<file path="config.mk">
export PLATFORM = sky130hd
export DESIGN_NAME = mips_lsu
export DESIGN_NICKNAME = d
export VERILOG_FILES = /design/src/rtl/mips_lsu_pkg.sv /design/src/rtl/mips_lsu_lane_align.sv /design/src/rtl/mips_lsu.sv
export SDC_FILE = /design/constraint.sdc
export NUM_CORES = 1
export LEC_CHECK = 0
export BUFFER_PORTS_ARGS = -buffer_cell sky130_fd_sc_hd__buf_2
export CAP_MARGIN = 20
export CORE_MARGIN = 5
export CORE_UTILIZATION = 46
export DETAILED_ROUTE_END_ITERATION = 16
export GPL_ROUTABILITY_DRIVEN = 0
export PLACE_DENSITY = 0.79
export SLEW_MARGIN = 20
export SYNTH_ARGS = -nofsm -noshare
export SYNTH_HDL_FRONTEND = slang
export SYNTH_HIERARCHICAL = 1
export SYNTH_SLANG_ARGS = --single-unit
</file>
<file path="constraint.sdc">
create_clock -name clk -period 3.5 [get_ports clk]
set_clock_uncertainty 0.15 [all_clocks]
set_input_delay 0.525 -clock clk [delete_from_list [all_inputs] [get_ports clk]]
set_output_delay 0.525 -clock clk [all_outputs]
set_load 0.05 [all_outputs]
</file>
<file path="src/rtl/mips_lsu_pkg.sv">
// Shared types for the MIPS load/store unit: memory op encoding (also used by
// the decoder), FSM state encoding and small op-classification helpers.
package mips_lsu_pkg;

    typedef enum logic [2:0] {
        LSU_LB  = 3'd0,
        LSU_LH  = 3'd1,
        LSU_LW  = 3'd2,
        LSU_LBU = 3'd3,
        LSU_LHU = 3'd4,
        LSU_SB  = 3'd5,
        LSU_SH  = 3'd6,
        LSU_SW  = 3'd7
    } lsu_op_t;

    typedef enum logic [1:0] {
        LSU_IDLE   = 2'd0,
        LSU_ACCESS = 2'd1,
        LSU_RESP   = 2'd2
    } lsu_state_t;

    localparam int LSU_TIMEOUT_DEFAULT = 255;

    function automatic logic is_store(input lsu_op_t op);
        return (op == LSU_SB) || (op == LSU_SH) || (op == LSU_SW);
    endfunction

    // Byte ops never fault; halves need addr[0]=0, words need addr[1:0]=0.
    function automatic logic is_misaligned(input lsu_op_t op, input logic [1:0] lo);
        case (op)
            LSU_LH, LSU_LHU, LSU_SH: return lo[0];
            LSU_LW, LSU_SW:          return |lo;
            default:                 return 1'b0;
        endcase
    endfunction

endpackage

</file>
<file path="src/rtl/mips_lsu_lane_align.sv">
// Combinational byte-lane logic: store mask and data replication, plus load
// byte/half extraction with sign or zero extension.
module lsu_lane_align
    import mips_lsu_pkg::*;
(
    input  logic [2:0]  op,
    input  logic [1:0]  addr_lo,
    input  logic [31:0] wdata,
    input  logic [31:0] rword,
    output logic [3:0]  wmask,
    output logic [31:0] wdata_rep,
    output logic [31:0] rdata_ext
);

    logic [7:0]  byte_sel;
    logic [15:0] half_sel;

    always_comb begin
        byte_sel = rword[7:0];
        case (addr_lo)
            2'd0: byte_sel = rword[7:0];
            2'd1: byte_sel = rword[15:8];
            2'd2: byte_sel = rword[23:16];
            2'd3: byte_sel = rword[31:24];
            default: byte_sel = rword[7:0];
        endcase
        half_sel = addr_lo[1] ? rword[31:16] : rword[15:0];
    end

    always_comb begin
        wmask     = 4'b0000;
        wdata_rep = 32'd0;
        rdata_ext = 32'd0;
        case (op)
            LSU_LB:  rdata_ext = {{24{byte_sel[7]}}, byte_sel};
            LSU_LBU: rdata_ext = {24'd0, byte_sel};
            LSU_LH:  rdata_ext = {{16{half_sel[15]}}, half_sel};
            LSU_LHU: rdata_ext = {16'd0, half_sel};
            LSU_LW:  rdata_ext = rword;
            LSU_SB: begin
                wdata_rep = {4{wdata[7:0]}};
                wmask     = 4'b0001 << addr_lo;
            end
            LSU_SH: begin
                wdata_rep = {2{wdata[15:0]}};
                wmask     = addr_lo[1] ? 4'b1100 : 4'b0011;
            end
            LSU_SW: begin
                wdata_rep = wdata;
                wmask     = 4'b1111;
            end
            default: begin
                wmask     = 4'b0000;
                wdata_rep = 32'd0;
                rdata_ext = 32'd0;
            end
        endcase
    end

endmodule

</file>
<file path="src/rtl/mips_lsu.sv">
// Multi-cycle load/store unit: IDLE -> ACCESS -> RESP sequencing, alignment
// exceptions, bus-error/timeout detection and core stall generation.
module mips_lsu
    import mips_lsu_pkg::*;
#(
    parameter int TIMEOUT = LSU_TIMEOUT_DEFAULT
) (
    input  logic        clk,
    input  logic        rst_b,
    input  logic        lsu_start,
    input  logic [2:0]  lsu_op,
    input  logic [31:0] lsu_addr,
    input  logic [31:0] lsu_wdata,
    output logic [31:0] lsu_rdata,
    output logic        lsu_stall,
    output logic        lsu_done,
    output logic        lsu_adel,
    output logic        lsu_ades,
    output logic        lsu_dbe,
    output logic [29:0] mem_addr,
    output logic [31:0] mem_data_in,
    output logic [3:0]  mem_write_en,
    output logic        mem_req,
    input  logic        mem_ack,
    input  logic [31:0] mem_data_out,
    input  logic        mem_excpt,
    output logic [1:0]  dbg_state
);

    // Memory handshake: mem_req stays high with addr/data/mask stable until the
    // first cycle with mem_ack=1; mem_excpt is only looked at in that cycle.

    lsu_state_t  state;
    lsu_op_t     op_in;
    lsu_op_t     op_q;
    logic [31:0] addr_q;
    logic [31:0] wdata_q;
    logic [31:0] rword_q;
    logic [7:0]  cnt_q;
    logic        adel_q;
    logic        ades_q;
    logic        dbe_q;
    logic        misaligned;
    logic        in_access;
    logic        in_resp;
    logic [3:0]  lane_mask;
    logic [31:0] lane_wdata;
    logic [31:0] lane_rdata;

    assign op_in      = lsu_op_t'(lsu_op);
    assign misaligned = is_misaligned(op_in, lsu_addr[1:0]);

    always_ff @(posedge clk) begin
        if (!rst_b) begin
            state   <= LSU_IDLE;
            op_q    <= LSU_LB;
            addr_q  <= 32'd0;
            wdata_q <= 32'd0;
            rword_q <= 32'd0;
            cnt_q   <= 8'd0;
            adel_q  <= 1'b0;
            ades_q  <= 1'b0;
            dbe_q   <= 1'b0;
        end else begin
            case (state)
                LSU_IDLE: begin
                    if (lsu_start) begin
                        op_q    <= op_in;
                        addr_q  <= lsu_addr;
                        wdata_q <= lsu_wdata;
                        rword_q <= 32'd0;
                        cnt_q   <= 8'd0;
                        adel_q  <= misaligned && !is_store(op_in);
                        ades_q  <= misaligned && is_store(op_in);
                        dbe_q   <= 1'b0;
                        state   <= misaligned ? LSU_RESP : LSU_ACCESS;
                    end
                end
                LSU_ACCESS: begin
                    if (mem_ack) begin
                        if (mem_excpt) begin
                            dbe_q <= 1'b1;
                        end else begin
                            rword_q <= mem_data_out;
                        end
                        state <= LSU_RESP;
                    end else if (cnt_q == 8'(TIMEOUT)) begin
                        dbe_q <= 1'b1;
                        state <= LSU_RESP;
                    end else begin
                        cnt_q <= cnt_q + 8'd1;
                    end
                end
                LSU_RESP: state <= LSU_IDLE;
                default:  state <= LSU_IDLE;
            endcase
        end
    end

    lsu_lane_align u_lane (
        .op        (op_q),
        .addr_lo   (addr_q[1:0]),
        .wdata     (wdata_q),
        .rword     (rword_q),
        .wmask     (lane_mask),
        .wdata_rep (lane_wdata),
        .rdata_ext (lane_rdata)
    );

    assign in_access = (state == LSU_ACCESS);
    assign in_resp   = (state == LSU_RESP);

    // Stall drops in RESP so the core commits the instruction on that edge.
    assign lsu_stall    = ((state == LSU_IDLE) && lsu_start) || in_access;
    assign mem_req      = in_access;
    assign mem_addr     = in_access ? addr_q[31:2] : 30'd0;
    assign mem_data_in  = in_access ? lane_wdata : 32'd0;
    assign mem_write_en = in_access ? lane_mask : 4'b0000;

    assign lsu_done  = in_resp;
    assign lsu_adel  = in_resp && adel_q;
    assign lsu_ades  = in_resp && ades_q;
    assign lsu_dbe   = in_resp && dbe_q;
    assign lsu_rdata = (in_resp && !is_store(op_q) && !(adel_q || ades_q || dbe_q))
                       ? lane_rdata : 32'd0;
    assign dbg_state = state;

endmodule

</file>
==> impl_metrics.py <==
metrics = {
    "timing": {
        "worst_pin_slew_ns": 0.845,
        "setup_ws_ns": 0.279,
        "hold_viol": 0,
        "hold-worst-slack_ns": 0.249,
        "rsz0062_at_grt": "no",
        "fin_crit_sh": 0.920,
        "setup_viol": 0,
        "fmax_ghz": 0.310,
        "finalSetupTns_ns": 0,
        "maxSlewViolCount": 0,
        "relSlewSlack": 0.436,
        "fin_crit_ns": 3.22,
    },
    "yosys": {
        "ys_seq_area_frac": 0.352,
        "async_flop_share": 0,
        "yosysTopAreaCellShare": 0.352,
        "synth_seq_cells": 112,
        "synth_cells": 858,
        "synth_edf_count": 0,
        "synthesis.area_mm2": 0.00637,
        "syn_area_per_cell_um2": 7.43,
        "synth_top_area_cell": "dfxtp_1",
        "synth_nets": 963,
        "yosysMostFrequentCell": "nand2_1",
        "synth_top_cells_by_area": "dfxtp_1 (35%), and2_1 (11%), nand2_1 (11%)",
        "synth_commonest_cells": "nand2_1 (185), a21oi_1 (129), and2_1 (112), dfxtp_1 (112), nand3_1 (43)",
        "synth.distinct_cells": 58,
        "ys_warn_count": 6,
        "synth_ff_type": "dfxtp_1",
    },
    "clock_network": {
        "tritoncts.num_buffers": 9,
        "clk_pin_slew_ns": 0.07,
        "clk_latency_ns": 0.35,
        "htreeDepth": 3,
        "ctsHoldBuffers": 0,
        "root_buffer": "clkbuf_16",
        "cts_sinks": 112,
        "clock_path_buffers": 2,
        "cts_tree": "done",
        "post_cts_buffers": 0,
        "cts_resized": 0,
    },
    "place": {
        "hpwl_um": 13600,
        "portBuffers": 209,
        "place_area_mm2": 0.00742,
        "pre_cts_slack_ns": 0.688,
        "dp.cells": 1193,
    },
    "finish": {
        "final_cells": 1209,
        "seqCellArea_mm2": 0.00224,
        "area_growth_pct": 21.1,
        "fin_util": 0.563,
        "fin_area_mm2": 0.00772,
        "multi_input_area_mm2": 0.00375,
        "fin_nets": 1129,
        "final_layout_size_suffix_gt1_frac": 0.259,
        "antenna_cells": 0,
        "fillers": 1369,
    },
    "worst_setup_path": {
        "crit_required_ns": 2.82,
        "cp-start-kind": "flip-flop",
        "path_max_fanout": 30,
        "critical_path_class": "flip-flop to output port",
        "cp.arrival_ns": 2.55,
        "end_kind": "output port",
    },
    "floorplan": {
        "coreArea_mm2": 0.0137,
        "initial_core_util": 0.465,
        "die-area_mm2": 0.0163,
        "die_h_um": 128,
        "fp.dieW_um": 128,
        "ios": 210,
        "placementRows": 43,
    },
    "grt": {
        "grt.overflow.total": 0,
        "antenna_found_initial": 0,
        "grt_max_degree": 81,
        "track_usage": 0.231,
        "grt_pass1_wl_um": 30900,
        "grt_pass1_vias": 6155,
    },
    "status": {
        "outcome": "complete, no violations",
    },
    "route": {
        "antenna_left": 0,
        "vias": 6553,
        "drcViolationCount": 0,
        "wl_per_cell_um": 15.8,
        "dr.pass1.iters": 5,
        "routed_wl_um": 19100,
        "viasPerCell": 5.42,
        "drtIter0Drc": 635,
    },
    "pwr": {
        "leakage_nw": 3.56,
        "power_density_mw_per_mm2": 398,
        "total_power_mw": 3.07,
        "ir_drop_mv": 0.396,
    },
    "job": {
        "cap_violations": 0,
    },
    "hold_path": {
        "hold_class": "input port to flip-flop",
    },
}
[final timing paths]
kind	from	end	slack, ns	depth (start not counted)
max	op_q[0]$_SDFFE_PN0P_	lsu_rdata[13]	0.28	7
min	lsu_addr[14]	addr_q[14]$_SDFFE_PN0P_	0.25	3
max reg2reg	dbg_state[1]$_SDFFE_PN0P_	cnt_q[6]$_SDFFE_PN0P_	0.70	5
min reg2reg	addr_q[11]$_SDFFE_PN0P_	addr_q[11]$_SDFFE_PN0P_	0.30	2
[report_power, final]
group          total, mW  internal [mW]  switching, mW
logic              0.620          0.210          0.409
clock network       1.04          0.559          0.483
registers           1.41           1.34         0.0652
[layout make-up]
type                            count  share of cell area
Clock buffer                       10              0.0297
Multi-Input combinational cell    669               0.486
Sequential cell                   112               0.291
Tap cell                          180              0.0292
Clock inverter                      6             0.00875
Timing Repair Buffer              227               0.153
Inverter                            5             0.00276
[cells by family after synthesis]
kind of cell,count (synthesis),synth area share
DFF,112,0.352
adders and majority gates,1,0.00196
and+or+nand+nor,422,0.327
AOI/OAI and AO/OA,228,0.219
xor gates and xnor gates,2,0.00275
muxes,16,0.0357
buffers and inverters,77,0.0618
[registers in the layout, summed over array words and instances, names as in the netlist]
name,cells
op_q,3
adel_q,1
addr_q,32
ades_q,1
cnt_q,8
rword_q,32
dbe_q,1
dbg_state,2
wdata_q,32
[routing by layer]
layer,share of wire,up-vias,track usage
li1,-,3259,-
met5,0,-,0
met3,0.099,16,0.0746
met1,0.43,2999,0.304
met4,0.011,0,0.0518
met2,0.46,279,0.370
[worst max-delay path, stage by stage (launching register included)]
cell and delay (ns):
dfxtp_1 0.65, buf_4 0.38, or2b_2 0.34, nor2_1 0.21
o21ai_0 0.12, nand3_1 0.10, and2_1 0.13, buf_2 0.26
[layout by cell type, fill, tap and decap left out, drive strengths merged, types with 4 or more instances in the layout]
cell type	n
buf	227
nand2	185
a21oi	130
and2	112
dfxtp	112
nand3	43
nor2	30
a21o	27
o21ai	18
nor2b	16
a22oi	14
clkbuf	10
nand2b	8
mux2i	7
a221o	7
nor3	7
a211o	7
and3	6
mux4	5
a211oi	5
or3	4
mux2	4
a32oi	4
clkinv	4
inv	4
Note: power is estimated with default switching activity, not from simulation.
